File: config.mk
export PLATFORM = sky130hd
export DESIGN_NAME = pulse_train_gen
export DESIGN_NICKNAME = d
export VERILOG_FILES = /design/src/rtl/pulse_train_gen.sv
export SDC_FILE = /design/constraint.sdc
export NUM_CORES = 1
export LEC_CHECK = 0
export ABC_AREA = 1
export CAP_MARGIN = 40
export CORE_MARGIN = 3
export CORE_UTILIZATION = 50
export CTS_CLUSTER_SIZE = 12
export DETAILED_ROUTE_END_ITERATION = 10
export HOLD_SLACK_MARGIN = 0.08
export PLACE_DENSITY = 0.78
export SLEW_MARGIN = 10
export SYNTH_ARGS = -nofsm -noshare
export SYNTH_HDL_FRONTEND = slang
export SYNTH_SLANG_ARGS = --single-unit
File: constraint.sdc
create_clock -name clk -period 6.3 [get_ports clk]
set_input_delay 1.26 -clock clk [delete_from_list [all_inputs] [get_ports clk]]
set_output_delay 1.26 -clock clk [all_outputs]
set_load 0.01 [all_outputs]
File: src/rtl/pulse_train_gen.sv
// Programmable pulse train generator: N pulses of programmable high width and low gap on a registered output.
// Optional abort input is enabled by defining PULSE_TRAIN_GEN_ABORT_EN.
module pulse_train_gen #(
    parameter int CNT_W = 32
) (
    input  logic             clk,
    input  logic             nrst,
    input  logic             ena,
    input  logic             start,
`ifdef PULSE_TRAIN_GEN_ABORT_EN
    input  logic             abort,
`endif
    input  logic [CNT_W-1:0] high_len,
    input  logic [CNT_W-1:0] low_len,
    input  logic [CNT_W-1:0] count,
    output logic             out,
    output logic             busy,
    output logic             done
);

    typedef enum logic [1:0] {
        IDLE,
        HIGH,
        LOW
    } state_t;

    state_t             state, state_n;
    logic [CNT_W-1:0]   phase, phase_n;
    logic [CNT_W-1:0]   pulses, pulses_n;
    logic [CNT_W-1:0]   hi_term, hi_term_n;
    logic [CNT_W-1:0]   lo_term, lo_term_n;
    logic [CNT_W-1:0]   count_r, count_n;
    logic               out_n;
    logic               done_n;
    logic               abort_hit;
    logic [CNT_W-1:0]   pulse_inc;

`ifdef PULSE_TRAIN_GEN_ABORT_EN
    assign abort_hit = abort;
`else
    assign abort_hit = 1'b0;
`endif

    assign pulse_inc = pulses + 1'b1;
    assign busy      = (state != IDLE);

    // Phase lengths are stored as terminal counts so a zero length behaves as one cycle.
    always_comb begin
        state_n   = state;
        phase_n   = phase;
        pulses_n  = pulses;
        hi_term_n = hi_term;
        lo_term_n = lo_term;
        count_n   = count_r;
        out_n     = out;
        done_n    = 1'b0;
        case (state)
            IDLE: begin
                if (start) begin
                    state_n   = HIGH;
                    out_n     = 1'b1;
                    phase_n   = '0;
                    pulses_n  = '0;
                    hi_term_n = (high_len == '0) ? '0 : high_len - 1'b1;
                    lo_term_n = (low_len == '0) ? '0 : low_len - 1'b1;
                    count_n   = count;
                end
            end
            HIGH: begin
                if (abort_hit) begin
                    state_n = IDLE;
                    out_n   = 1'b0;
                    done_n  = 1'b1;
                end else if (phase == hi_term) begin
                    pulses_n = pulse_inc;
                    phase_n  = '0;
                    out_n    = 1'b0;
                    if ((count_r != '0) && (pulse_inc == count_r)) begin
                        state_n = IDLE;
                        done_n  = 1'b1;
                    end else begin
                        state_n = LOW;
                    end
                end else begin
                    phase_n = phase + 1'b1;
                end
            end
            LOW: begin
                if (abort_hit) begin
                    state_n = IDLE;
                    out_n   = 1'b0;
                    done_n  = 1'b1;
                end else if (phase == lo_term) begin
                    state_n = HIGH;
                    phase_n = '0;
                    out_n   = 1'b1;
                end else begin
                    phase_n = phase + 1'b1;
                end
            end
            default: begin
                state_n = IDLE;
                out_n   = 1'b0;
            end
        endcase
    end

    // With ena low everything holds except the done strobe, which must not stretch.
    always_ff @(posedge clk) begin
        if (!nrst) begin
            state   <= IDLE;
            phase   <= '0;
            pulses  <= '0;
            hi_term <= '0;
            lo_term <= '0;
            count_r <= '0;
            out     <= 1'b0;
            done    <= 1'b0;
        end else if (ena) begin
            state   <= state_n;
            phase   <= phase_n;
            pulses  <= pulses_n;
            hi_term <= hi_term_n;
            lo_term <= lo_term_n;
            count_r <= count_n;
            out     <= out_n;
            done    <= done_n;
        end else begin
            done    <= 1'b0;
        end
    end

endmodule

======== Word level (Yosys, flattened, before mapping) ========
Index checks and enable logic that the tools add are counted.
storage, ports and cells
  bits in registers ....................... 164
  output and inout bits ................... 3
  input port bits ......................... 100
operators by class
  mux-type cells .......................... 18
  eq/ne operators ......................... 8
  add/sub/neg operators ................... 4
  reductions and logical operators ........ 13
operators by type and width
  kind                                                 number
  two-way mux 32 bit                                   6
  equality test 32 bit                                 3
  one-hot mux 32 bit (3 select lines)                  1
  adder 32 x 1 -> 32 bit, second input constant        2
  logical NOT 32 bit                                   2
  one-hot mux 32 bit (2 select lines)                  1
  subtractor 32 x 1 -> 32 bit, second input constant   2
  nonzero test 32 bit                                  1
  AND reduction 4 bit                                  3
  two-way mux 2 bit                                    4
  inequality test 2 bit, second input constant         3
  one-hot mux 2 bit (3 select lines)                   1
  AND reduction 3 bit                                  2
  two-way mux 1 bit                                    4
  nonzero test 2 bit                                   2
  one-hot mux 1 bit (3 select lines)                   1
  nonzero test 3 bit                                   1
  equality test 2 x 1 -> 1 bit, second input constant  1
  equality test 2 bit, second input constant           1
  logical NOT 2 bit                                    1
  logical AND 1 bit                                    1

======== Longest topological paths before layout ========
Gate-level depths: netlist of the first run.
  depth in word-level cells ............... 6
  mapped depth ............................ 16
  gate-level depth less buffers ........... 16

======== Worst setup path after synthesis of the first run ========
Ideal clock, no wire load.
  path type ............................... input to register
  from .................................... input port high_len[0]
  to ...................................... register hi_term[19]
  setup time .............................. 0.132 ns
  stages .................................. 13
  required time ........................... 6.168 ns
  arrival time ............................ 2.757 ns
  path slack .............................. 3.411 ns
  buffers on the path ..................... 2
  cells stage by stage .................... inv_1 > ha_1 > nand2_1 > nor2_1 > nand2_1 > nor2_2 > nand2_1 > o21ai_2 > inv_1 > buf_2 > buf_2 > nand2_1 > a21oi_1
between the ends
  cells in the longest elaborated chain, start to end .. 2
  elaborated cells on any way between the ends .. 3
  classes of those cells .................. add/sub: 1; mux: 1; reduce/logical: 1
RTL lines
  element                                                                   RTL line  RTL
  start, declared                                                           13        input logic [CNT_W-1:0] high_len,
  subtractor 32 x 1 -> 32 bit / logical NOT 32 bit (equally long branches)  64        hi_term_n = (high_len == '0) ? '0 : high_len - 1'b1;
  two-way mux 32 bit (*)                                                    64
  end signal, assigned                                                      123       hi_term <= hi_term_n;
  end, declared                                                             30        logic [CNT_W-1:0] hi_term, hi_term_n;
Every way passes the cells marked *; elsewhere a longest branch is shown, timed or not.
A chain may end at the register's enable or synchronous reset.

======== Worst setup path in the final report of the first run ========
  from .................................... input port high_len[0]
  to ...................................... register hi_term[27]
Same word-level chain as after synthesis.

==> metrics.csv, run 1 <==
metric,value,unit
run status,completed,
Die Ht,151,um
num ports,103,
post-synth top area share,31.4,%
Worst Hold Class,register to register,
initial antenna violation count,0,
kind of critical path,input pin to register,
diodes inserted,0,
GRT Residual Overflow,0,
Post-synth ARST share,0,%
critical path's slowest cell,inv_1,
leading post-synthesis cells by cell area,"dfxtp_1 31%, nand2_1 17%, nor2_1 8.0%",
syn nets,1756,
CTS root buf,clkbuf_16,
gr usage total,25.5,%
DIE AREA,0.0227,mm^2
DR vias,10700,
multi-input logic area,0.00633,mm^2
post-synthesis sequential area ratio,31.4,%
Max Cap Violations,0,
Antenna Nets Post-Route,0,
total number of yosys warnings,0,
Yosys cell types,47,
clock sink count,164,
clk slew on worst S/H paths,0.07,ns
DR vias/cell,5.31,
Layout Nets,1833,
"most common cell after layout, fill and taps aside",nand2_1,
post-route setup TNS,0,ns
IO buf count,102,
element type at the critical path end,register,
CTS tree,built,
CP Depth,14,
CP bufs+invs,3,
Crit path largest cell delay,0.43,ns
Slew @ Worst Pin,0.783,ns
Max-slew headroom,47.8,%
fraction of layout cells with a size suffix above 1,6.16,%
Final Max Slew Viols,0,
ys flop type,dfxtp_1,
Post-CTS Hold Buffers,0,
largest net degree at the start of global routing,69,
setup skew after layout,0.00952,ns
DRC Markers,0,
fin crit share,57.8,%
Layout Utilization,60.4,%
Syn Inst Count,1648,
die width,151,um
DP HPWL,22.5,mm
crit-path cells,clkdlybuf4s50_1 -> inv_1 -> ha_1 -> nand2_1 -> nor2_1 -> nand2_1 -> nor2_2 -> nand2_1 -> o21ai_2 -> inv_1 -> o21ai_0 -> a21oi_1 -> a21oi_1 -> nor2_1,
leakage power,4.83,nW
CTS Buffer Depth,2,
Pwr Density,211,mW/mm^2
P&R area growth vs syn,17.6,%
DRT Pass-1 Iters,7,
WHS Path Cells,2,
routed wire length,29.3,mm
Initial Utilization,51.3,%
R2R Setup Slk,3.38,ns
DR iter-0 viols,784,
CTS buffer count,17,
final std cells w/o fill,2008,
CTS H-Tree Depth,4,
"CP delay by family, top",buffers and inverters,
number of synthesized flops with an enable pin,0,
CP dominant cell by count,nand2_1,
latest clock arrival within the worst-skew pair,0.43,ns
"leading cell types in the layout, fill and taps excluded","461 x nand2_1, 224 x nor2_1, 164 x dfxtp_1",
Final min period,3.64,ns
crit-path max FO,20,
Fmax,274,MHz
final count of negative-setup-slack endpoints,0,
Yosys top cell by area,dfxtp_1,
VDD IR max,177,uV
Seq. cell area,0.00328,mm^2
CTS resizes,0,
unrepaired setup endpoints after global routing,false,
first-pass GRT wire length,46.5,mm
Worst R2R Path Depth,9,
CP startpoint kind,input pin,
mean post-synth cell area,6.34,um^2
setup bufs post-CTS,0,
core area,0.0204,mm^2
final estimated routing congestion in global placement,0.941,
final hold violation count,0,
Std-Cell Rows,52,
vias in the first global route,9811,
WP data arrival,3.94,ns
synthesized area,0.0105,mm^2
Synth Register Bits,164,
layout filler cell count,1898,
Placed Cells,1976,
required time worst endpoint,6.60,ns
WL/cell,14.6,um
## worst paths after layout
kind               startpoint          end
setup / recovery  high_len[0]  hi_term[27]
hold / removal            out          out
setup reg to reg     state[0]  hi_term[17]
hold reg to reg           out          out
## cells in the mapped netlist (3+ instances only)
cell type / n
nor2_4: 10
nand2_2: 7
buf_2: 15
clkbuf_1: 28
xor2_1: 52
nand3_1: 109
inv_2: 5
dfxtp_1: 164
o21ai_0: 58
ha_1: 8
nor2_2: 8
nand4_1: 31
o21ai_1: 4
nand2_1: 461
nor3_1: 25
inv_1: 163
xnor3_1: 3
xnor2_1: 53
and3_1: 3
a21oi_1: 135
nand3b_1: 8
or2_2: 24
nor4_1: 9
nor2_1: 224
nor3b_1: 4
clkbuf_2: 3
## registers in the layout, summed over array words and instances (netlist names)
| signal | cells |
|---|---|
| count_r | 32 |
| done | 1 |
| hi_term | 32 |
| lo_term | 32 |
| out | 1 |
| phase | 32 |
| pulses | 32 |
| state | 2 |
## layout make-up
| type | instances | share of cell area, % |
|---|---|---|
| tap | 270 | 2.75 |
| inverter | 169 | 5.16 |
| sequential | 164 | 26.7 |
| timing repair buffer | 108 | 8.87 |
| clock inverter | 14 | 1.55 |
| multi-input combinational | 1265 | 51.5 |
| clock buffer | 18 | 3.49 |
## kinds of logic after synthesis
kind of cell               count (synthesis)  share of synthesized area, %
AOI/OAI and AO/OA                        210                          10.4
buffers and inverters                    219                          8.22
xor gates and xnor gates                 108                          9.44
and+or+nand+nor                          939                          39.6
adders and majority gates                  8                         0.958
DFF                                      164                          31.4
## worst min-delay path: stages, from the launching register on
cell     delay [ns]
dfxtp_1        0.31
nand2_1        0.06
a21oi_1        0.05
## power breakdown
group          leakage, nW  switching (mW)  internal [mW]
sequential            1.33          0.0317           1.08
clock                0.306           0.469          0.639
combinational         3.19           0.215          0.159
## routing by layer
| metal | global-route usage (%) | share of wire (%) |
|---|---|---|
| met5 | 0 | 0 |
| met3 | 4.55 | 5.2 |
| met4 | 10.7 | 3.6 |
| met2 | 45.3 | 50 |
| met1 | 30.2 | 41 |
## through the flow
stage / setup WS [ns] / power (mW) / instance area [um^2] / hold slack [ns]
2_1_floorplan: 3.41 / 1.35 / 10500 / 0.453
3_3_place_gp: 2.30 / 1.49 / 11600 / 0.453
3_5_place_dp: 2.20 / 1.50 / 11700 / 0.461
4_1_cts: 2.68 / 2.60 / 12300 / 0.471
5_1_grt: 2.34 / 2.69 / 12300 / 0.497
6_report: 2.66 / 2.59 / 12300 / 0.463
Power figures use the tool's default switching activity.
==> run 2: changes to the inputs <==
==> constraint.sdc (replaced) <==
create_clock -name clk -period 3.76 [get_ports clk]
set_input_delay 0.752 -clock clk [delete_from_list [all_inputs] [get_ports clk]]
set_output_delay 0.752 -clock clk [all_outputs]
set_load 0.01 [all_outputs]
==> run 2 against run 1 <==
Sequential share of layout area about the same. Highest routed layer unchanged. Global-route usage rose by 0.32 points. Register-to-register slack lost 2.2 ns.
==> metrics.csv, run 2 (same netlist as run 1, synthesis figures left out) <==
metric,value,unit
Die Ht,151,um
fraction of layout cells with a size suffix above 1,6.32,%
element type at the critical path end,register,
post-route setup TNS,0,ns
Max-slew headroom,58.2,%
Final min period,2.79,ns
setup bufs post-CTS,0,
num ports,103,
critical path's slowest cell,clkdlybuf4s50_1,
Final Max Slew Viols,0,
DR vias,10600,
CTS tree,built,
Slew @ Worst Pin,0.627,ns
Pwr Density,347,mW/mm^2
Layout Nets,1836,
R2R Setup Slk,1.18,ns
Hold Path Sink,out,
diodes inserted,0,
first-pass GRT wire length,47.0,mm
CTS buffer count,17,
clk slew on worst S/H paths,0.07,ns
Max Cap Violations,0,
GRT Residual Overflow,0,
latest clock arrival within the worst-skew pair,0.44,ns
CTS H-Tree Depth,4,
largest net degree at the start of global routing,69,
P&R area growth vs syn,17.5,%
DP HPWL,22.4,mm
Worst R2R End,phase[31],
CTS Buffer Depth,2,
Post-CTS Hold Buffers,0,
"leading cell types in the layout, fill and taps excluded","461 x nand2_1, 224 x nor2_1, 164 x dfxtp_1",
crit-path cells,clkdlybuf4s50_1 -> inv_1 -> ha_1 -> nand2_1 -> nor2_1 -> nand2_1 -> nor2_2 -> nand2_1 -> o21ai_2 -> inv_1 -> o21ai_0 -> a21oi_1 -> a21oi_1 -> nor2_1,
run status,completed,
Hold WS,0.470,ns
WHS Path Cells,2,
Crit path largest cell delay,0.40,ns
final estimated routing congestion in global placement,0.955,
final hold violation count,0,
setup skew after layout,0.0138,ns
clock sink count,164,
Fmax,358,MHz
VDD IR max,257,uV
CTS root buf,clkbuf_16,
CTS resizes,0,
IO buf count,102,
Antenna Nets Post-Route,0,
WP data arrival,3.10,ns
DR vias/cell,5.29,
fin crit share,74.2,%
DIE AREA,0.0227,mm^2
DRC Markers,0,
Layout Utilization,60.3,%
routed wire length,29.3,mm
required time worst endpoint,4.07,ns
DR iter-0 viols,604,
Worst Hold Class,register to register,
final count of negative-setup-slack endpoints,0,
core area,0.0204,mm^2
Design Power,4.27,mW
CP startpoint kind,input pin,
crit-path max FO,20,
CP dominant cell by count,nand2_1,
Initial Utilization,51.3,%
unrepaired setup endpoints after global routing,false,
layout filler cell count,1952,
vias in the first global route,9904,
leakage power,4.83,nW
WL/cell,14.6,um
"most common cell after layout, fill and taps aside",nand2_1,
die width,151,um
hold_sp,out,
Std-Cell Rows,52,
Worst R2R Start,state[0],
gr usage total,25.8,%
initial antenna violation count,0,
kind of critical path,input pin to register,
DRT Pass-1 Iters,5,
Worst R2R Path Depth,15,
-- run 2: per-stage QoR --
step / instances / instance area (um^2) / setup slack [ns]
3_3_place_gp: 1978 / 11700 / 0.314
3_5_place_dp: 1979 / 11700 / 0.555
5_1_grt: 2010 / 12300 / 0.695
4_1_cts: 2010 / 12300 / 1.01
6_report: 2010 / 12300 / 0.970
2_1_floorplan: 1648 / 10500 / 1.38
-- run 2: power by group --
part	total (mW)	leakage, nW	switching (mW)	internal [mW]
sequential	1.85	1.33	0.0503	1.80
clock	1.78	0.291	0.781	0.999
combinational	0.633	3.20	0.365	0.268
total	4.27	4.83	1.20	3.07
-- run 2: how the worst max path moves through the flow --
stage	from	to	slack [ns]	cells after the start
3_3_place_gp	low_len[0]	lo_term[20]	0.31	12
4_1_cts	high_len[0]	hi_term[27]	1.01	14
6_report	high_len[0]	hi_term[27]	0.97	14
5_1_grt	high_len[0]	hi_term[27]	0.70	14
3_5_place_dp	high_len[0]	hi_term[27]	0.56	14
2_1_floorplan	high_len[0]	hi_term[19]	1.38	13
-- run 2: layer usage --
metal  wire, um  track usage (%)  vias up  part of all wire (%)
met1      12100             30.6     4843                    41
met5          0                0        -                     0
met3       1510             4.27       73                   5.2
li1           -                -     5411                     -
met4        972             9.47        0                   3.3
met2      14700             46.8      312                    50
-- run 2: worst max-delay path, delay by kind of cell --
kind / cells / cell delay, ns
buffers and inverters: 3 / 0.77
AND/OR/NAND/NOR: 6 / 0.91
AO/OA/AOI/OAI: 4 / 0.49
adder cells (fa/ha/maj): 1 / 0.18
-- run 2: final cells by class --
cell class / instances / area [um^2] / area share [%]
Multi-Input combinational cell: 1265 / 6330 / 51.5
Sequential cell: 164 / 3280 / 26.7
Timing Repair Buffer: 111 / 1110 / 9.03
Inverter: 169 / 634 / 5.16
Clock buffer: 17 / 425 / 3.46
Tap cell: 270 / 338 / 2.75
Clock inverter: 14 / 168 / 1.36
==> run 3: changes to the inputs <==
==> constraint.sdc (replaced) <==
create_clock -name clk -period 2.8 [get_ports clk]
set_input_delay 0.56 -clock clk [delete_from_list [all_inputs] [get_ports clk]]
set_output_delay 0.56 -clock clk [all_outputs]
set_load 0.01 [all_outputs]
==> run 3 against run 2 <==
Global-route usage increased by 0.28 points. Sequential power increased by 35%. Cell area increased by 1.4%. Worst setup slack got worse by 0.58 ns. Final cell count increased by 1.0%. Non-clock buffer count increased by 21. First-iteration DRC count increased by 18%. Largest cell class unchanged. Largest power group unchanged.
==> metrics.csv, run 3 (same netlist as run 1, synthesis figures left out) <==
metric,value,unit
WL/cell,14.6,um
Design Power,5.67,mW
final std cells w/o fill,2031,
multi-input logic area,0.00633,mm^2
fraction of layout cells with a size suffix above 1,7.44,%
fin crit share,86.2,%
final count of negative-setup-slack endpoints,0,
VDD IR max,351,uV
Antenna Nets Post-Route,0,
CP startpoint kind,register,
routed wire length,29.7,mm
Layout Nets,1857,
Fmax,415,MHz
WHS Path Cells,2,
vias in the first global route,10200,
kind of critical path,register to register,
Worst R2R Path Depth,13,
layout filler cell count,1923,
unrepaired setup endpoints after global routing,false,
Worst R2R End,phase[10],
DR vias/cell,5.29,
Post-CTS Hold Buffers,0,
setup bufs post-CTS,0,
"leading cell types in the layout, fill and taps excluded","461 x nand2_1, 224 x nor2_1, 164 x dfxtp_1",
Initial Utilization,51.3,%
Max-slew headroom,63.7,%
final hold violation count,0,
Slew @ Worst Pin,0.545,ns
DRT Pass-1 Iters,10,
die width,151,um
CTS root buf,clkbuf_16,
Hold Path Sink,out,
Final Max Slew Viols,0,
DRC Markers,0,
crit-path max FO,12,
"most common cell after layout, fill and taps aside",nand2_1,
DR iter-0 viols,711,
Layout Utilization,61.1,%
element type at the critical path end,register,
leakage power,4.92,nW
Std-Cell Rows,52,
P&R area growth vs syn,19.1,%
DR vias,10700,
CTS H-Tree Depth,4,
core area,0.0204,mm^2
WP data arrival,2.76,ns
required time worst endpoint,3.15,ns
Pwr Density,456,mW/mm^2
final estimated routing congestion in global placement,0.945,
hold_sp,out,
initial antenna violation count,0,
Die Ht,151,um
Seq. cell area,0.00328,mm^2
DIE AREA,0.0227,mm^2
Final min period,2.41,ns
post-route cell area,0.0124,mm^2
setup skew after layout,0.00954,ns
Placement Cell Area,0.0119,mm^2
Placed Cells,2000,
latest clock arrival within the worst-skew pair,0.43,ns
DP HPWL,22.7,mm
first-pass GRT wire length,47.7,mm
num ports,103,
CTS tree,built,
gr usage total,26.1,%
clock sink count,164,
diodes inserted,0,
CTS Buffer Depth,2,
post-route setup TNS,0,ns
Worst Hold Class,register to register,
GRT Residual Overflow,0,
run status,completed,
Max Cap Violations,0,
Worst R2R Start,state[0],
CTS buffer count,17,
IO buf count,102,
R2R Setup Slk,0.39,ns
largest net degree at the start of global routing,101,
clk slew on worst S/H paths,0.07,ns
CTS resizes,0,
-- run 3: changes by cell type in the layout (fill, tap and decap cells not counted), sizes merged --
cell / before / now
buf: 9 / 30
bufinv: 2 / 1
clkbuf: 17 / 19
clkinv: 4 / 3
clkinvlp: 1 / 3
inv: 176 / 174
-- run 3: final cells by class --
| type | instances | area share (%) |
|---|---|---|
| repair buffers | 132 | 10.4 |
| clock buffers | 19 | 3.64 |
| inverters | 169 | 5.10 |
| flip-flops and latches | 164 | 26.4 |
| multi-input cells | 1265 | 50.8 |
| well taps | 270 | 2.71 |
| clock inverters | 12 | 0.955 |
-- run 3: worst max-delay path by stage --
stage	startpoint	endpoint	depth (start not counted)
after floorplan	high_len[0]	hi_term[19]	13
after global placement	high_len[2]	hi_term[31]	13
after detailed placement	high_len[0]	hi_term[17]	13
after CTS	state[0]	phase[10]	13
after global routing	phase[0]	phase[28]	13
final	state[0]	phase[10]	13
-- run 3: power by group --
group	total, mW	internal, mW	switching, mW
clock network	2.32	1.28	1.03
logic	0.866	0.377	0.489
registers	2.49	2.42	0.0681
total	5.67	4.08	1.59
-- run 3: layer usage --
| metal | track usage, % | vias up | part of all wire, % |
|---|---|---|---|
| li1 | - | 5465 | - |
| met1 | 30.8 | 4868 | 42 |
| met2 | 46.6 | 330 | 49 |
| met3 | 4.61 | 75 | 5.6 |
| met4 | 10.9 | 0 | 3.8 |
| met5 | 0 | - | 0 |
-- run 3: worst max-delay path, cell delays in order (launching register included) --
cell and delay [ns]:
dfxtp_1 0.40, inv_1 0.08, ha_1 0.24, inv_2 0.07
nor2_1 0.03, nor2_1 0.08, inv_1 0.08, or2_1 0.30
buf_4 0.22, nor3_1 0.28, nand2_1 0.16, nor2_1 0.15
a21oi_1 0.08, nor3_1 0.17
-- run 3: stage by stage --
step / hold WS (ns) / worst slack [ns]
after floorplan: 0.453 / 0.611
after global placement: 0.453 / 0.0973
after detailed placement: 0.461 / 0.0245
after CTS: 0.472 / 0.406
after global routing: 0.499 / 0.172
final: 0.465 / 0.388
